--- src/rtl/rv32i_types.sv ---
// Shared RV32I load/store encodings and LSU helper types.
package rv32i_types;

  localparam logic [2:0] load_f3_lb  = 3'b000;
  localparam logic [2:0] load_f3_lh  = 3'b001;
  localparam logic [2:0] load_f3_lw  = 3'b010;
  localparam logic [2:0] load_f3_lbu = 3'b100;
  localparam logic [2:0] load_f3_lhu = 3'b101;

  localparam logic [2:0] store_f3_sb = 3'b000;
  localparam logic [2:0] store_f3_sh = 3'b001;
  localparam logic [2:0] store_f3_sw = 3'b010;

  typedef enum logic [1:0] {
    IDLE  = 2'd0,
    BEAT0 = 2'd1,
    BEAT1 = 2'd2,
    RESP  = 2'd3
  } lsu_state_t;

  // Access size in bytes; only meaningful for legal encodings.
  function automatic logic [2:0] lsu_size(input logic [2:0] f3);
    case (f3[1:0])
      2'b00:   return 3'd1;
      2'b01:   return 3'd2;
      default: return 3'd4;
    endcase
  endfunction

  function automatic logic lsu_legal(input logic we, input logic [2:0] f3);
    if (we)
      return (f3 == store_f3_sb) || (f3 == store_f3_sh) || (f3 == store_f3_sw);
    return (f3 == load_f3_lb) || (f3 == load_f3_lh) || (f3 == load_f3_lw) ||
           (f3 == load_f3_lbu) || (f3 == load_f3_lhu);
  endfunction

endpackage

--- src/rtl/lsu_split_if.sv ---
// Request/response and memory-bus bundle around the load/store unit.
interface lsu_split_if #(
  parameter int DATA_W = 32,
  parameter int ADDR_W = 32
);
  localparam int NB = DATA_W / 8;

  logic              req_valid;
  logic              req_ready;
  logic              req_we;
  logic [2:0]        req_funct3;
  logic [ADDR_W-1:0] req_addr;
  logic [31:0]       req_wdata;

  logic              rsp_valid;
  logic [31:0]       rsp_rdata;
  logic              rsp_err;

  logic [ADDR_W-1:0] mem_addr;
  logic [NB-1:0]     mem_rmask;
  logic [NB-1:0]     mem_wmask;
  logic [DATA_W-1:0] mem_wdata;
  logic [DATA_W-1:0] mem_rdata;
  logic              mem_resp;

  // The LSU itself.
  modport slave (
    input  req_valid, req_we, req_funct3, req_addr, req_wdata, mem_rdata, mem_resp,
    output req_ready, rsp_valid, rsp_rdata, rsp_err,
           mem_addr, mem_rmask, mem_wmask, mem_wdata
  );

  // Core plus memory environment around the LSU.
  modport master (
    output req_valid, req_we, req_funct3, req_addr, req_wdata, mem_rdata, mem_resp,
    input  req_ready, rsp_valid, rsp_rdata, rsp_err,
           mem_addr, mem_rmask, mem_wmask, mem_wdata
  );
endinterface

--- src/rtl/lsu_lane_align.sv ---
// Byte-lane steering: beat masks, shifted store data, extended load data.
module lsu_lane_align
  import rv32i_types::*;
#(
  parameter int DATA_W = 32
) (
  input  logic [2:0]                   funct3_i,
  input  logic [$clog2(DATA_W/8)-1:0]  off_i,
  input  logic [31:0]                  wdata_i,
  input  logic [DATA_W-1:0]            lo_i,
  input  logic [DATA_W-1:0]            hi_i,
  output logic                         split_o,
  output logic [DATA_W/8-1:0]          mask0_o,
  output logic [DATA_W/8-1:0]          mask1_o,
  output logic [DATA_W-1:0]            wdata0_o,
  output logic [DATA_W-1:0]            wdata1_o,
  output logic [31:0]                  rdata_o
);
  localparam int NB    = DATA_W / 8;
  localparam int OFF_W = $clog2(NB);

  logic [2:0]          sz;
  logic [OFF_W+2:0]    bit_off;
  logic [2*NB-1:0]     base_mask;
  logic [2*NB-1:0]     mask_wide;
  logic [31:0]         wtrim;
  logic [2*DATA_W-1:0] wwide;
  logic [31:0]         rwin;

  // Shift everything across a double-width window; upper half belongs to beat 1.
  always_comb begin
    sz      = lsu_size(funct3_i);
    bit_off = {off_i, 3'b000};

    case (sz)
      3'd1:    base_mask = (2*NB)'(4'b0001);
      3'd2:    base_mask = (2*NB)'(4'b0011);
      default: base_mask = (2*NB)'(4'b1111);
    endcase
    mask_wide = base_mask << off_i;

    case (sz)
      3'd1:    wtrim = {24'b0, wdata_i[7:0]};
      3'd2:    wtrim = {16'b0, wdata_i[15:0]};
      default: wtrim = wdata_i;
    endcase
    wwide = {{(2*DATA_W-32){1'b0}}, wtrim} << bit_off;

    rwin = 32'({hi_i, lo_i} >> bit_off);
    case (funct3_i[1:0])
      2'b00:   rdata_o = funct3_i[2] ? {24'b0, rwin[7:0]}  : {{24{rwin[7]}},  rwin[7:0]};
      2'b01:   rdata_o = funct3_i[2] ? {16'b0, rwin[15:0]} : {{16{rwin[15]}}, rwin[15:0]};
      default: rdata_o = rwin;
    endcase
  end

  assign mask0_o  = mask_wide[NB-1:0];
  assign mask1_o  = mask_wide[2*NB-1:NB];
  assign split_o  = |mask1_o;
  assign wdata0_o = wwide[DATA_W-1:0];
  assign wdata1_o = wwide[2*DATA_W-1:DATA_W];

endmodule

--- src/rtl/lsu_split.sv ---
// Load/store unit issuing one or two bus beats per request.
//
//   state | meaning
//   IDLE  | ready for a request, bus quiet
//   BEAT0 | low (or only) beat on the bus, waiting for mem_resp
//   BEAT1 | high beat of a boundary-crossing access, waiting for mem_resp
//   RESP  | one-cycle response pulse
module lsu_split
  import rv32i_types::*;
#(
  parameter int DATA_W = 32,
  parameter int ADDR_W = 32
) (
  input logic       clk,
  input logic       rst_n,
  lsu_split_if.slave bus
);
  localparam int NB    = DATA_W / 8;
  localparam int OFF_W = $clog2(NB);

  localparam logic [1:0] ST_IDLE  = IDLE;
  localparam logic [1:0] ST_BEAT0 = BEAT0;
  localparam logic [1:0] ST_BEAT1 = BEAT1;
  localparam logic [1:0] ST_RESP  = RESP;

  localparam logic [ADDR_W-1:0] LANE_MASK = ADDR_W'(NB - 1);

  logic [1:0]        state_q, state_d;
  logic              we_q;
  logic [2:0]        f3_q;
  logic [ADDR_W-1:0] addr_q;
  logic [31:0]       wdata_q;
  logic [DATA_W-1:0] lo_q;
  logic [31:0]       rdata_q;
  logic              err_q;

  logic              req_fire;
  logic              req_legal;
  logic              beat_done;
  logic [ADDR_W-1:0] beat0_addr;
  logic [ADDR_W-1:0] beat1_addr;
  logic [DATA_W-1:0] lo_in;

  logic              split;
  logic [NB-1:0]     mask0, mask1;
  logic [DATA_W-1:0] wdata0, wdata1;
  logic [31:0]       load_data;

  logic [ADDR_W-1:0] mem_addr;
  logic [NB-1:0]     mem_rmask, mem_wmask;
  logic [DATA_W-1:0] mem_wdata;

  assign req_fire   = (state_q == ST_IDLE) && bus.req_valid;
  assign req_legal  = lsu_legal(bus.req_we, bus.req_funct3);
  assign beat_done  = ((state_q == ST_BEAT0) || (state_q == ST_BEAT1)) && bus.mem_resp;
  assign beat0_addr = addr_q & ~LANE_MASK;
  assign beat1_addr = beat0_addr + ADDR_W'(NB);
  // Unsplit loads complete in BEAT0, so the low word comes straight off the bus.
  assign lo_in      = (state_q == ST_BEAT0) ? bus.mem_rdata : lo_q;

  lsu_lane_align #(.DATA_W(DATA_W)) u_align (
    .funct3_i (f3_q),
    .off_i    (addr_q[OFF_W-1:0]),
    .wdata_i  (wdata_q),
    .lo_i     (lo_in),
    .hi_i     (bus.mem_rdata),
    .split_o  (split),
    .mask0_o  (mask0),
    .mask1_o  (mask1),
    .wdata0_o (wdata0),
    .wdata1_o (wdata1),
    .rdata_o  (load_data)
  );

  // Next-state selection.
  always_comb begin
    state_d = state_q;
    case (state_q)
      ST_IDLE:  if (bus.req_valid) state_d = req_legal ? ST_BEAT0 : ST_RESP;
      ST_BEAT0: if (bus.mem_resp)  state_d = split ? ST_BEAT1 : ST_RESP;
      ST_BEAT1: if (bus.mem_resp)  state_d = ST_RESP;
      default:  state_d = ST_IDLE;
    endcase
  end

  // State, request latch, low-beat capture and registered response.
  always_ff @(posedge clk or negedge rst_n) begin
    if (!rst_n) begin
      state_q <= ST_IDLE;
      we_q    <= 1'b0;
      f3_q    <= 3'b0;
      addr_q  <= '0;
      wdata_q <= '0;
      lo_q    <= '0;
      rdata_q <= '0;
      err_q   <= 1'b0;
    end else begin
      state_q <= state_d;
      if (req_fire) begin
        we_q    <= bus.req_we;
        f3_q    <= bus.req_funct3;
        addr_q  <= bus.req_addr;
        wdata_q <= bus.req_wdata;
        if (!req_legal) begin
          rdata_q <= '0;
          err_q   <= 1'b1;
        end
      end
      if ((state_q == ST_BEAT0) && bus.mem_resp)
        lo_q <= bus.mem_rdata;
      if (beat_done && (state_d == ST_RESP)) begin
        rdata_q <= we_q ? '0 : load_data;
        err_q   <= 1'b0;
      end
    end
  end

  // Bus drive is a pure function of state, so reset silences it immediately.
  always_comb begin
    mem_addr  = '0;
    mem_rmask = '0;
    mem_wmask = '0;
    mem_wdata = '0;
    if (state_q == ST_BEAT0) begin
      mem_addr  = beat0_addr;
      mem_rmask = we_q ? '0 : mask0;
      mem_wmask = we_q ? mask0 : '0;
      mem_wdata = we_q ? wdata0 : '0;
    end else if (state_q == ST_BEAT1) begin
      mem_addr  = beat1_addr;
      mem_rmask = we_q ? '0 : mask1;
      mem_wmask = we_q ? mask1 : '0;
      mem_wdata = we_q ? wdata1 : '0;
    end
  end

  assign bus.req_ready = (state_q == ST_IDLE);
  assign bus.rsp_valid = (state_q == ST_RESP);
  assign bus.rsp_rdata = rdata_q;
  assign bus.rsp_err   = err_q;
  assign bus.mem_addr  = mem_addr;
  assign bus.mem_rmask = mem_rmask;
  assign bus.mem_wmask = mem_wmask;
  assign bus.mem_wdata = mem_wdata;

endmodule

--- src/flat_wrapper.sv ---
// flat-port wrapper written by rule: the top's interface ports become plain ports
module lsu_split_flat import rv32i_types::*;
#(
  parameter int DATA_W = 32,
  parameter int ADDR_W = 32
)
  (clk, rst_n, bus_req_valid, bus_req_we, bus_req_funct3, bus_req_addr, bus_req_wdata, bus_mem_rdata, bus_mem_resp, bus_req_ready, bus_rsp_valid, bus_rsp_rdata, bus_rsp_err, bus_mem_addr, bus_mem_rmask, bus_mem_wmask, bus_mem_wdata);
  lsu_split_if #(.DATA_W(DATA_W), .ADDR_W(ADDR_W)) bus_i ();
  input logic clk;
  input logic rst_n;
  input wire logic [$bits(bus_i.req_valid)-1:0] bus_req_valid;
  input wire logic [$bits(bus_i.req_we)-1:0] bus_req_we;
  input wire logic [$bits(bus_i.req_funct3)-1:0] bus_req_funct3;
  input wire logic [$bits(bus_i.req_addr)-1:0] bus_req_addr;
  input wire logic [$bits(bus_i.req_wdata)-1:0] bus_req_wdata;
  input wire logic [$bits(bus_i.mem_rdata)-1:0] bus_mem_rdata;
  input wire logic [$bits(bus_i.mem_resp)-1:0] bus_mem_resp;
  output wire logic [$bits(bus_i.req_ready)-1:0] bus_req_ready;
  output wire logic [$bits(bus_i.rsp_valid)-1:0] bus_rsp_valid;
  output wire logic [$bits(bus_i.rsp_rdata)-1:0] bus_rsp_rdata;
  output wire logic [$bits(bus_i.rsp_err)-1:0] bus_rsp_err;
  output wire logic [$bits(bus_i.mem_addr)-1:0] bus_mem_addr;
  output wire logic [$bits(bus_i.mem_rmask)-1:0] bus_mem_rmask;
  output wire logic [$bits(bus_i.mem_wmask)-1:0] bus_mem_wmask;
  output wire logic [$bits(bus_i.mem_wdata)-1:0] bus_mem_wdata;
  assign bus_i.req_valid = bus_req_valid;
  assign bus_i.req_we = bus_req_we;
  assign bus_i.req_funct3 = bus_req_funct3;
  assign bus_i.req_addr = bus_req_addr;
  assign bus_i.req_wdata = bus_req_wdata;
  assign bus_i.mem_rdata = bus_mem_rdata;
  assign bus_i.mem_resp = bus_mem_resp;
  assign bus_req_ready = bus_i.req_ready;
  assign bus_rsp_valid = bus_i.rsp_valid;
  assign bus_rsp_rdata = bus_i.rsp_rdata;
  assign bus_rsp_err = bus_i.rsp_err;
  assign bus_mem_addr = bus_i.mem_addr;
  assign bus_mem_rmask = bus_i.mem_rmask;
  assign bus_mem_wmask = bus_i.mem_wmask;
  assign bus_mem_wdata = bus_i.mem_wdata;
  lsu_split #(.DATA_W(DATA_W), .ADDR_W(ADDR_W)) u_core (.clk(clk), .rst_n(rst_n), .bus(bus_i));
endmodule
--- config.mk ---
export PLATFORM = sky130hd
export DESIGN_NAME = lsu_split_flat
export DESIGN_NICKNAME = d
export VERILOG_FILES = /design/src/rtl/rv32i_types.sv /design/src/rtl/lsu_split_if.sv /design/src/rtl/lsu_lane_align.sv /design/src/rtl/lsu_split.sv /design/src/flat_wrapper.sv
export SDC_FILE = /design/constraint.sdc
export NUM_CORES = 1
export LEC_CHECK = 0
export CAP_MARGIN = 20
export CORE_MARGIN = 4
export CORE_UTILIZATION = 40
export CTS_CLUSTER_DIAMETER = 40
export CTS_CLUSTER_SIZE = 40
export DETAILED_ROUTE_END_ITERATION = 6
export PLACE_DENSITY = 0.64
export SLEW_MARGIN = 20
export SYNTH_ARGS = -nofsm -noshare
export SYNTH_HDL_FRONTEND = slang
export SYNTH_SLANG_ARGS = --single-unit
--- constraint.sdc ---
create_clock -name clk -period 4.1 [get_ports clk]
set_clock_uncertainty 0.15 [all_clocks]
set_input_delay 1.025 -clock clk [delete_from_list [all_inputs] [get_ports clk]]
set_output_delay 1.025 -clock clk [all_outputs]
set_load 0.005 [all_outputs]
== Yosys cells after proc, flatten, opt, wreduce, memory -nomap -nowiden ==
Cells that the tools add are included.
Storage, ports and cells
  logic and storage cells: 76
  memory bits (read-only): 0
  bits in latches: 0
  bits in registers: 135
  memories: 0
  RAM bits: 0
Operators by class
  order comparisons: 0
  multiplexer cells: 37
  divide/modulo/power cells: 0
  bitwise logic cells: 0
  shifts and indexed selects: 3
  $mul: 0
  $add $sub $neg: 1
  reduce and logical (&&, ||, !) cells: 15
  equality and inequality tests: 12
Operator list (number)
  $mux 32: 13
  $pmux 32 s2: 2
  $shl 32x5->64: 1
  $shr 64x5->32: 1
  $add 32x3->32 const B: 1
  $mux 4: 8
  $mux 2: 4
  $pmux 4 s2: 1
  $shl 4x2->8: 1
  $mux 1: 7
  $eq 2x2->1 const B: 3
  $eq 3x1->1 const B: 2
  $eq 3x2->1 const B: 2
  $eq 3x3->1 const B: 2
  $pmux 2 s3: 1
  $pmux 3 s2: 1
  $logic_or 1x1->1: 5
  $eq 2x1->1 const B: 2
  $logic_and 1x1->1: 4
  $logic_not 2->1: 2
  $reduce_or 4->1: 1
  $logic_not 3->1: 1
  $ne 2x2->1 const B: 1
  $reduce_and 2->1: 1
  $reduce_bool 2->1: 1

== Depth between registers and ports, before layout ==
Gate-level depths: netlist of the first run.
  depth in word-level cells: 13
  mapped depth: 11
  gate-level depth less buffers: 8

== Modules after synthesis ==
From an unflattened synthesis of the first run, not the netlist that was laid out.
Unflattened totals
  cell total of the unflattened synthesis: 878
  area total of the unflattened synthesis: 8749.6 um2
Modules (own cells, without submodules)
  lsu_split: seq. area each 3378.2 um2, instances 1, area an instance 6882.9 um2, cells each 568
  lsu_lane_align: seq. area each 0.0 um2, instances 1, area an instance 1866.8 um2, cells each 310

== Worst setup path before layout of the first run ==
Ideal clock, no wire load.
  path type: register to output
  from: register u_core.state_q[1]
  to: output bus_mem_wmask[0]
  required time: 2.925 ns
  data arrival time: 2.299 ns
  cell stages (with the launch flop): 10
  path buffers: 4
  setup slack: 0.626 ns
  cells stage by stage: dfrtp_1 > inv_1 > ha_1 > buf_6 > buf_4 > buf_4 > buf_2 > nand2_1 > nor3_1 > o21bai_1
On the way
  word-level cells in the longest chain between the ends: 3
  elaborated cells between the ends (all ways): 4
  classes of those cells: eq/ne (2); mux (2)
Ends and longest elaborated chain
  start: declaration: RTL line lsu_split.sv:28  | logic [1:0] state_q, state_d;
  start signal: assignment: RTL line lsu_split.sv:98  | state_q <= state_d;
  $eq 2x2->1: RTL line lsu_split.sv:129  | end else if (state_q == ST_BEAT1) begin
  $mux 4: RTL line lsu_split.sv:129
  $mux 4 (*): RTL line lsu_split.sv:124  | if (state_q == ST_BEAT0) begin
  end: declaration: RTL line flat_wrapper.sv:24  | output wire logic [$bits(bus_i.mem_wmask)-1:0] bus_mem_wmask;
Mark *: on every way between the ends. The rest lies on a longest branch, timed or not.

== Final worst setup path of the first run ==
  from: register u_core.f3_q[1]
  to: output bus_mem_wdata[7]
On the way
  word-level cells in the longest chain between the ends: 8
  elaborated cells between the ends (all ways): 11
  classes of those cells: eq/ne (3); shift (1); mux (6); reduce/logical (1)
Ends and longest elaborated chain
  start: declaration: RTL line lsu_split.sv:30  | logic [2:0] f3_q;
  start signal: assignment: RTL line lsu_split.sv:101  | f3_q <= bus.req_funct3;
  $eq 2x1->1 / $logic_not 2->1 (equally long branches): RTL line rv32i_types.sv:23  | case (f3[1:0])
  $pmux 3 s2 (*): RTL line rv32i_types.sv:23
  $eq 3x2->1 / $eq 3x1->1 (equally long branches): RTL line lsu_lane_align.sv:42  | case (sz)
  $pmux 32 s2 (*): RTL line lsu_lane_align.sv:42
  $shl 32x5->64 (*): RTL line lsu_lane_align.sv:47  | wwide = {{(2*DATA_W-32){1'b0}}, wtrim} << bit_off;
  $mux 32: RTL line lsu_split.sv:133  | mem_wdata = we_q ? wdata1 : '0;
  $mux 32: RTL line lsu_split.sv:129
  $mux 32 (*): RTL line lsu_split.sv:124
  end: declaration: RTL line flat_wrapper.sv:25  | output wire logic [$bits(bus_i.mem_wdata)-1:0] bus_mem_wdata;
Marked as above.

==> out/qor.yml, run 1 <==
outcome:
  status: "finished, final reports clean"
synthesis:
  synth_area_mm2: 0.008275
  synth_cell_types: 56
  async_flop_share: 1.000
  yosys.area.top_type: "dfrtp_1"
  ys_top_cells_by_area: "dfrtp_1 41%, mux2_1 9.1%, mux4_2 8.7%"
  synthCells: 814
  synth_top_area_share: 0.4082
  synth_enable_flop_cells: 0
  ys_warn_count: 0
  synth_common_cells: "135 x dfrtp_1, 100 x nand2_1, 67 x mux2_1"
  syn_avg_cell_area_um2: 10.17
  yosysMostFrequentCell: "dfrtp_1"
  synth-seq-cells: 135
  yosysSeqAreaShare: 0.4082
  yosys_most_used_dff: "dfrtp_1"
route:
  dr.pass1.iters: 7
  antenna_left: 0
  drt_wl_total_um: 25520
  drt_iter0_drc: 456
  vias: 7247
  wl_per_cell_um: 19.58
  route.detailed.drc: 0
  vias_per_cell: 5.562
finish:
  multi_input_area_mm2: 0.004649
  register_area_mm2: 0.003382
  fin_util: 0.5669
  fin_nets: 1130
  drive_gt1_frac: 0.1415
  nFillCells: 1781
  area_growth_pct: 39.05
sta:
  finalHoldViolCount: 0
  period_share: 0.9801
  hold_ws_ns: 0.3254
  fin_crit_ns: 4.018
  setup_violations: 0
  drv_slew: 0
  setup_ws_ns: 0.08168
  rsz0062_at_grt: "true"
  max_freq_mhz: 248.9
  max-slew-margin-rel: 0.3586
  worst_pin_slew_ns: 0.9621
global_route:
  grt_antenna_before_repair: 1
  grt_busiest_layer: "met2"
  grt_pass1_vias: 7273
  grt_use_met2: 0.3421
  grt-ovfl-total: 0
  grt_start_max_net_pins: 77
  use_met1: 0.3027
  track_usage: 0.2181
  grt_first_pass_wirelength_um: 40610
  grtUsageMet3: 0.04807
clocking:
  cts-root-buf: "clkbuf_16"
  cts_buffers: 17
  h-tree-depth: 4
  cts_sinks: 135
  cts_hold_buf: 0
  clk_latency_ns: 0.42
  cts.clk_slew.worst_paths_ns: 0.06
  cts_tree: "yes"
  clock_path_buffers: 2
power:
  power_frac_seq: 0.284
  p_leak_nw: 4.691
  switching_share: 0.3995
  switchingPower_mw: 3.690
  combPwrFrac: 0.545
  ir_drop_uv: 465.1
  p_clk_frac: 0.171
  p_int_mw: 5.548
  powerDensity_mw_per_mm2: 802.8
job:
  maxCapViolations: 0
floorplanning:
  core-area_mm2: 0.02030
  die_w_um: 151.8
  placement_rows: 52
  fp.dieH_um: 151.8
  initial_core_util: 0.4077
  die-area_mm2: 0.02305
  pin_count: 211
critical_path:
  crit_path_end_kind: "output pin"
  crit_required_ns: 2.92
  path_class: "reg2out"
  startpoint_type: "register"
  worstPathMaxFanout: 9
  critical_path_arrival_ns: 2.84
placement:
  finalWeightedCongestion: 0.8417
  dpl.hpwl_um: 18200
  pre_cts_ws_ns: 0.3274
  port_buffers: 208
worst_hold_path:
  hold_path_class: "reg2reg"
-- flip-flops by register name, summed over array words and instances (netlist names) --
| name | count |
|---|---|
| u_core.f3_q | 3 |
| u_core.wdata_q | 32 |
| u_core.state_q | 2 |
| u_core.bus.rsp_err | 1 |
| u_core.addr_q | 32 |
| u_core.bus.rsp_rdata | 32 |
| u_core.we_q | 1 |
| u_core.lo_q | 32 |
-- power groups by stage --
stage | registers, mW | clock network (mW) | logic, mW
6_report | 2.62 | 1.58 | 5.04
5_1_grt | 2.71 | 1.67 | 5.52
4_1_cts | 2.59 | 1.61 | 4.96
3_5_place_dp | 2.61 | 0 | 4.90
3_3_place_gp | 2.60 | 0 | 4.85
2_1_floorplan | 2.35 | 0 | 3.25
-- per-stage QoR --
stage | area [um^2] | setup TNS, ns | power [mW] | instances
2_1_floorplan | 8279 | 0 | 5.599 | 815
3_3_place_gp | 10660 | 0 | 7.449 | 1260
3_5_place_dp | 10660 | 0 | 7.514 | 1260
4_1_cts | 11320 | 0 | 9.165 | 1296
5_1_grt | 11510 | -0.07881 | 9.901 | 1303
6_report | 11510 | 0 | 9.238 | 1303
-- worst max-delay path: stages (launching register included) --
cell	delay, ns
dfrtp_1	0.44
nor2_2	0.15
inv_1	0.12
ha_4	0.32
nor3_1	0.18
buf_4	0.21
a22oi_1	0.08
o21ai_0	0.34
clkdlybuf4s50_1	0.57
-- path summary, 6_finish.rpt --
check	from	end	slack (ns)	depth (start not counted)
setup / recovery	u_core.f3_q[1]	bus_mem_wdata[7]	0.08	8
hold / removal	u_core.lo_q[5]	u_core.lo_q[5]	0.33	2
setup reg to reg	u_core.state_q[1]	u_core.bus.rsp_rdata[31]	0.66	9
hold reg to reg	u_core.lo_q[5]	u_core.lo_q[5]	0.33	2
max in group asynchronous	rst_n	u_core.wdata_q[6]	2.61	2
min in group asynchronous	rst_n	u_core.addr_q[19]	0.42	1
-- area by class of cell --
cell class              count  area share
inverters                  36     0.01218
clock buffers              26     0.04512
clock inverters             6    0.007611
well taps                 270     0.02936
flip-flops and latches    135      0.2939
repair buffers            244      0.2076
diodes                      1   0.0002175
multi-input cells         585      0.4040
-- layer usage --
| layer | up-vias | part of all wire |
|---|---|---|
| li1 | 3357 | - |
| met1 | 3589 | 0.45 |
| met2 | 266 | 0.47 |
| met3 | 35 | 0.060 |
| met4 | 0 | 0.022 |
| met5 | - | 0 |
-- what timing repair did --
action                     in CTS  in global routing
buffers inserted                4                  5
setup endpoints to repair      36                 48
cloned                          0                  1
pin swaps                       1                  2
gates resized for setup         8                 40
-- kinds of logic (layout without fill, tap and decap cells) --
group	after synthesis	after routing	synth area share
xor+xnor	19	19	0.02011
buf+inv	95	312	0.04763
other cells	1	3	0.0004531
fa+ha+maj	7	7	0.01058
simple gates	226	226	0.1220
flops	135	135	0.4082
mux	146	146	0.2386
compound gates	185	185	0.1524
-- cells in the final DEF (no fill, tap or decap), drive strengths merged, types with 3 or more instances in the layout --
cell type / n
o2bb2ai: 14
o21ai: 79
a22o: 28
nand3: 10
nor3: 14
or3: 5
a32o: 9
a21oi: 18
clkdlybuf4s50: 200
nand2b: 3
nor2b: 4
xnor2: 18
inv: 36
a22oi: 17
mux4: 32
nor4: 6
nand4: 4
a21o: 3
clkbuf: 26
clkinvlp: 3
nor2: 57
dfrtp: 135
ha: 7
mux2i: 30
mux2: 84
dlymetal6s2s: 7
a211oi: 3
and2: 13
buf: 37
nand2: 100
Power figures use the tool's default switching activity.
==> run 2, diff against run 1 <==
- CORE_UTILIZATION: 40 -> 30
- PLACE_DENSITY: 0.64 -> 0.5
==> run 2 against run 1 <==
Non-clock buffer count fell by 4. Maximum frequency is 0.67% higher. Combinational power is 1% higher. Clock-buffer cell count decreased by 7. Sequential share of layout area increased by 0.070 points. Critical endpoint unchanged. Sequential power hardly changed. Via count shrank 3.3%. Total power increased by 1.3%. Critical path type unchanged.
==> out/qor.yml, run 2 (synthesis results as in run 1) <==
placement:
  port_buffers: 208
  dpl.hpwl_um: 19800
  place_area_mm2: 0.01076
  finalWeightedCongestion: 0.8037
route:
  vias_per_cell: 5.121
  dr.pass1.iters: 5
  wl_per_cell_um: 19.85
  met3_length_um: 1322
  wl_met2_um: 12500
  drt_wl_total_um: 27150
  route.detailed.drc: 0
  met1_length_um: 12780
  drt_iter0_drc: 409
  antenna_left: 0
  top_layer_used: "met5"
  vias: 7006
floorplanning:
  die-area_mm2: 0.03031
  initial_core_util: 0.3062
  core-area_mm2: 0.02703
  fp.dieH_um: 174.1
  die_w_um: 174.1
  pin_count: 211
  placement_rows: 60
power:
  combPwrFrac: 0.547
  p_int_mw: 5.616
  power_frac_seq: 0.279
  switching_share: 0.3995
  switchingPower_mw: 3.737
  ir_drop_uv: 309.1
  powerDensity_mw_per_mm2: 814.8
  p_leak_nw: 4.506
  power_mw: 9.353
  p_clk_frac: 0.175
critical_path:
  worstPathMaxFanout: 8
  r2r_slack_ns: 0.54
  r2r_end: "u_core.bus.rsp_rdata[19]"
  startpoint_type: "register"
  path_class: "reg2out"
  crit_required_ns: 2.92
  crit_path_end_kind: "output pin"
  critical_path_arrival_ns: 2.82
  worstRegToRegCells: 9
  r2r_start: "u_core.state_q[1]"
finish:
  multi_input_area_mm2: 0.004594
  fin_nets: 1126
  register_area_mm2: 0.003382
  n_antenna_cell: 0
  final_cell_mix: "207 x clkdlybuf4s50_1, 132 x dfrtp_1, 98 x nand2_1"
  final_common_cell: "clkdlybuf4s50_1"
  drive_gt1_frac: 0.1353
  final_area_mm2: 0.01148
  area_growth_pct: 38.72
  nFillCells: 2655
sta:
  max_freq_mhz: 250.5
  drv_slew: 0
  fin_crit_ns: 3.992
  rsz0062_at_grt: "true"
  setup_tns_ns: 0
  setup_violations: 0
  max-slew-margin-rel: 0.3476
  finalHoldViolCount: 0
  worst_pin_slew_ns: 0.9785
  period_share: 0.9736
clocking:
  cts-root-buf: "clkbuf_16"
  h-tree-depth: 4
  clock_path_buffers: 2
  cts_buffers: 17
  cts_tree: "yes"
  cts.clk_slew.worst_paths_ns: 0.06
  clk_latency_ns: 0.42
  cts_sinks: 135
global_route:
  track_usage: 0.1781
  grt-ovfl-total: 0
  grt_antenna_before_repair: 1
  grt_pass1_vias: 7100
  grt_first_pass_wirelength_um: 42610
  grt_start_max_net_pins: 77
worst_hold_path:
  min_to: "u_core.lo_q[14]"
  hold_depth: 2
  hp-start: "u_core.lo_q[14]"
  hold_path_class: "reg2reg"
outcome:
  status: "finished, final reports clean"
job:
  maxCapViolations: 0
[run 2: worst max path at each step]
stage / start / to / slack (ns)
after global routing: u_core.state_q[1] / bus_mem_wdata[17] / -0.05
after floorplan: u_core.state_q[1] / bus_mem_wmask[0] / 0.63
after detailed placement: u_core.state_q[1] / bus_mem_addr[31] / 0.31
after CTS: u_core.state_q[1] / bus_mem_addr[28] / 0.003
after global placement: u_core.state_q[1] / bus_mem_addr[31] / 0.33
final: u_core.f3_q[1] / bus_mem_wdata[7] / 0.11
[run 2: routing by layer]
layer  vias to the layer above  global-route usage
met5                         -                   0
met4                         2             0.05312
met3                        25             0.03871
met2                       195              0.2745
met1                      3433              0.2520
li1                       3351                   -
[run 2: timing repair]
action / in CTS / in global routing
hold buffers: 0 / 0
endpoints found under the setup margin: 39 / 50
resized for setup: 8 / 24
buffers inserted: 2 / 1
pin swaps: 1 / 4
cloned: 0 / 0
[run 2: final cells by class]
type	count	area share
well taps	341	0.03717
clock inverters	12	0.01559
clock buffers	19	0.03771
inverters	36	0.01199
repair buffers	240	0.2027
flip-flops and latches	135	0.2946
multi-input cells	585	0.4002
[run 2: per-stage QoR]
step	instances	hold WS, ns	setup WS [ns]	utilization
2_1_floorplan	815	0.2992	0.6258	-
3_3_place_gp	1334	0.3133	0.3264	0.3981
3_5_place_dp	1334	0.3210	0.3115	0.3981
4_1_cts	1367	0.3348	0.002711	0.4223
5_1_grt	1368	0.3505	-0.05159	0.4248
6_report	1368	0.3295	0.1084	0.4248
[run 2: critical path, cell delays in order, from the launching register on]
cell and delay (ns):
dfrtp_1 0.41, nor2_1 0.20, inv_2 0.10, ha_4 0.28
buf_4 0.16, nor3_1 0.16, buf_4 0.22, a22oi_1 0.08
o21ai_1 0.22, clkdlybuf4s50_1 0.55
[run 2: power by group through the flow]
stage          registers, mW  logic [mW]  clock network (mW)
3_5_place_dp            2.61        5.02                   0
3_3_place_gp            2.61        4.97                   0
6_report                2.61        5.11                1.63
2_1_floorplan           2.35        3.25                   0
5_1_grt                 2.70        5.63                1.73
4_1_cts                 2.60        5.09                1.68
==> run 3, diff against run 2 <==
==> constraint.sdc (replaced) <==
create_clock -name clk -period 4.1 [get_ports clk]
set_clock_uncertainty 0.15 [all_clocks]
set_input_delay 1.025 -clock clk [delete_from_list [all_inputs] [get_ports clk]]
set_output_delay 1.025 -clock clk [all_outputs]
set_load 0.01 [all_outputs]
==> run 3 against run 2 <==
Setup slack better by 0.039 ns. Clock-buffer cell count is 1 higher. Maximum frequency is 0.98% higher. Register-to-register slack better by 0.08 ns. Core utilization is 0.28 points higher. Total power is 0.98% higher. Non-clock buffer count is 1 lower.
==> out/qor.yml, run 3 (synthesis results as in run 1) <==
sta:
  period_share: 0.9642
  drv_slew: 0
  max-slew-margin-rel: 0.3588
  fin_crit_ns: 3.953
  setup_violations: 0
  setup_ws_ns: 0.1469
  hold_ws_ns: 0.3262
  max_freq_mhz: 253.0
  worst_pin_slew_ns: 0.9618
  finalHoldViolCount: 0
route:
  vias: 6998
  vias_per_cell: 5.115
  drt_iter0_drc: 391
  dr.pass1.iters: 5
  wl_per_cell_um: 19.65
  route.detailed.drc: 0
  antenna_left: 0
  drt_wl_total_um: 26880
clocking:
  cts-root-buf: "clkbuf_16"
  clock_path_buffers: 2
  clk_latency_ns: 0.42
  cts_buffers: 17
  cts.clk_slew.worst_paths_ns: 0.06
  cts_sinks: 135
  cts_tree: "yes"
  cts_hold_buf: 0
  h-tree-depth: 4
critical_path:
  startpoint: "u_core.f3_q[1]"
  r2r_slack_ns: 0.62
  critical_path_arrival_ns: 2.78
  crit_end: "bus_mem_wdata[3]"
  crit_required_ns: 2.92
  path_depth: 9
  r2r_start: "u_core.state_q[1]"
  cp_cell_sequence: "nor2_1 > inv_1 > ha_4 > inv_6 > o21ai_0 > o21ai_1 > a22oi_1 > o21ai_1 > clkdlybuf4s50_1"
  startpoint_type: "register"
  worst-path-buf-inv: 3
  critical_path.max_stage_delay_ns: 0.56
  crit_path_end_kind: "output pin"
  path_delay_family: "buffers and inverters"
  cpMaxStageDelayCell: "clkdlybuf4s50_1"
  path_class: "reg2out"
  worstRegToRegCells: 9
  cp_common_cell: "o21ai_1"
  r2r_end: "u_core.bus.rsp_rdata[18]"
  worstPathMaxFanout: 15
floorplanning:
  die-area_mm2: 0.03031
  pin_count: 211
  fp.dieH_um: 174.1
  initial_core_util: 0.3062
  placement_rows: 60
  die_w_um: 174.1
  core-area_mm2: 0.02703
worst_hold_path:
  hp-start: "u_core.lo_q[11]"
  hold_path_class: "reg2reg"
finish:
  final_common_cell: "clkdlybuf4s50_1"
  final_area_mm2: 0.01155
  final_cell_mix: "193 x clkdlybuf4s50_1, 131 x dfrtp_1, 98 x nand2_1"
  fin_nets: 1125
  area_growth_pct: 39.63
  drive_gt1_frac: 0.1394
  fin_cells: 1368
power:
  ir_drop_uv: 317.7
  power_mw: 9.445
  powerDensity_mw_per_mm2: 817.4
  p_leak_nw: 4.798
outcome:
  status: "finished, final reports clean"
global_route:
  grt_pass1_vias: 7159
  grt-ovfl-total: 0
  grt_start_max_net_pins: 79
  grt_first_pass_wirelength_um: 42470
  track_usage: 0.1777
  grt_antenna_before_repair: 3
placement:
  dpl.cell_count: 1333
  port_buffers: 208
  place_area_mm2: 0.01075
  pre_cts_ws_ns: 0.2554
  dpl.hpwl_um: 19640
  finalWeightedCongestion: 0.8082
job:
  maxCapViolations: 0
-- run 3: metrics by stage --
stage	setup TNS, ns	util
global placement	0	0.3978
floorplan	0	-
detailed placement	0	0.3978
global route	-0.0005336	0.4275
finish	0	0.4275
CTS	0	0.4212
-- run 3: worst min-delay path by stage --
stage                       to  slack (ns)  depth (start not counted)
2_1_floorplan  u_core.lo_q[10]        0.30                          2
3_3_place_gp   u_core.lo_q[22]        0.31                          2
3_5_place_dp   u_core.lo_q[11]        0.32                          2
4_1_cts        u_core.lo_q[11]        0.33                          2
5_1_grt         u_core.lo_q[7]        0.35                          1
6_report       u_core.lo_q[11]        0.33                          2
-- run 3: area by class of cell --
type | count | area [um^2]
Timing Repair Buffer | 239 | 2351
Fill cell | 2648 | 15470
Clock buffer | 20 | 456.7
Sequential cell | 135 | 3383
Tap cell | 341 | 426.7
Inverter | 36 | 140.1
Antenna cell | 1 | 2.502
Clock inverter | 11 | 148.9
Multi-Input combinational cell | 585 | 4646
-- run 3: what timing repair did --
| action | 4_1_cts | 5_1_grt |
|---|---|---|
| pin swaps | 0 | 3 |
| setup endpoints to repair | 43 | 50 |
| buffers inserted | 1 | 2 |
| gates resized for setup | 6 | 55 |
| gates cloned | 0 | 0 |
-- run 3: worst reg2reg max path: cells and delay by family, from the launching register on --
| family | cells | cell delay [ns] |
|---|---|---|
| buf+inv | 3 | 0.88 |
| simple gates | 1 | 0.16 |
| fa+ha+maj | 1 | 0.20 |
| compound gates | 2 | 0.69 |
| flops | 1 | 0.38 |
| mux | 2 | 0.90 |
-- run 3: per-layer routing --
metal | track usage | part of all wire | wire length (um)
met5 | 0 | 0.0010 | 28
met4 | 0.05114 | 0.021 | 563
met3 | 0.04480 | 0.049 | 1315
met2 | 0.2746 | 0.46 | 12370
met1 | 0.2476 | 0.47 | 12600
-- run 3: power breakdown --
group | internal (mW) | switching, mW
registers | 1.97 | 0.636
clock network | 0.987 | 0.611
logic | 2.61 | 2.63
total | 5.57 | 3.88
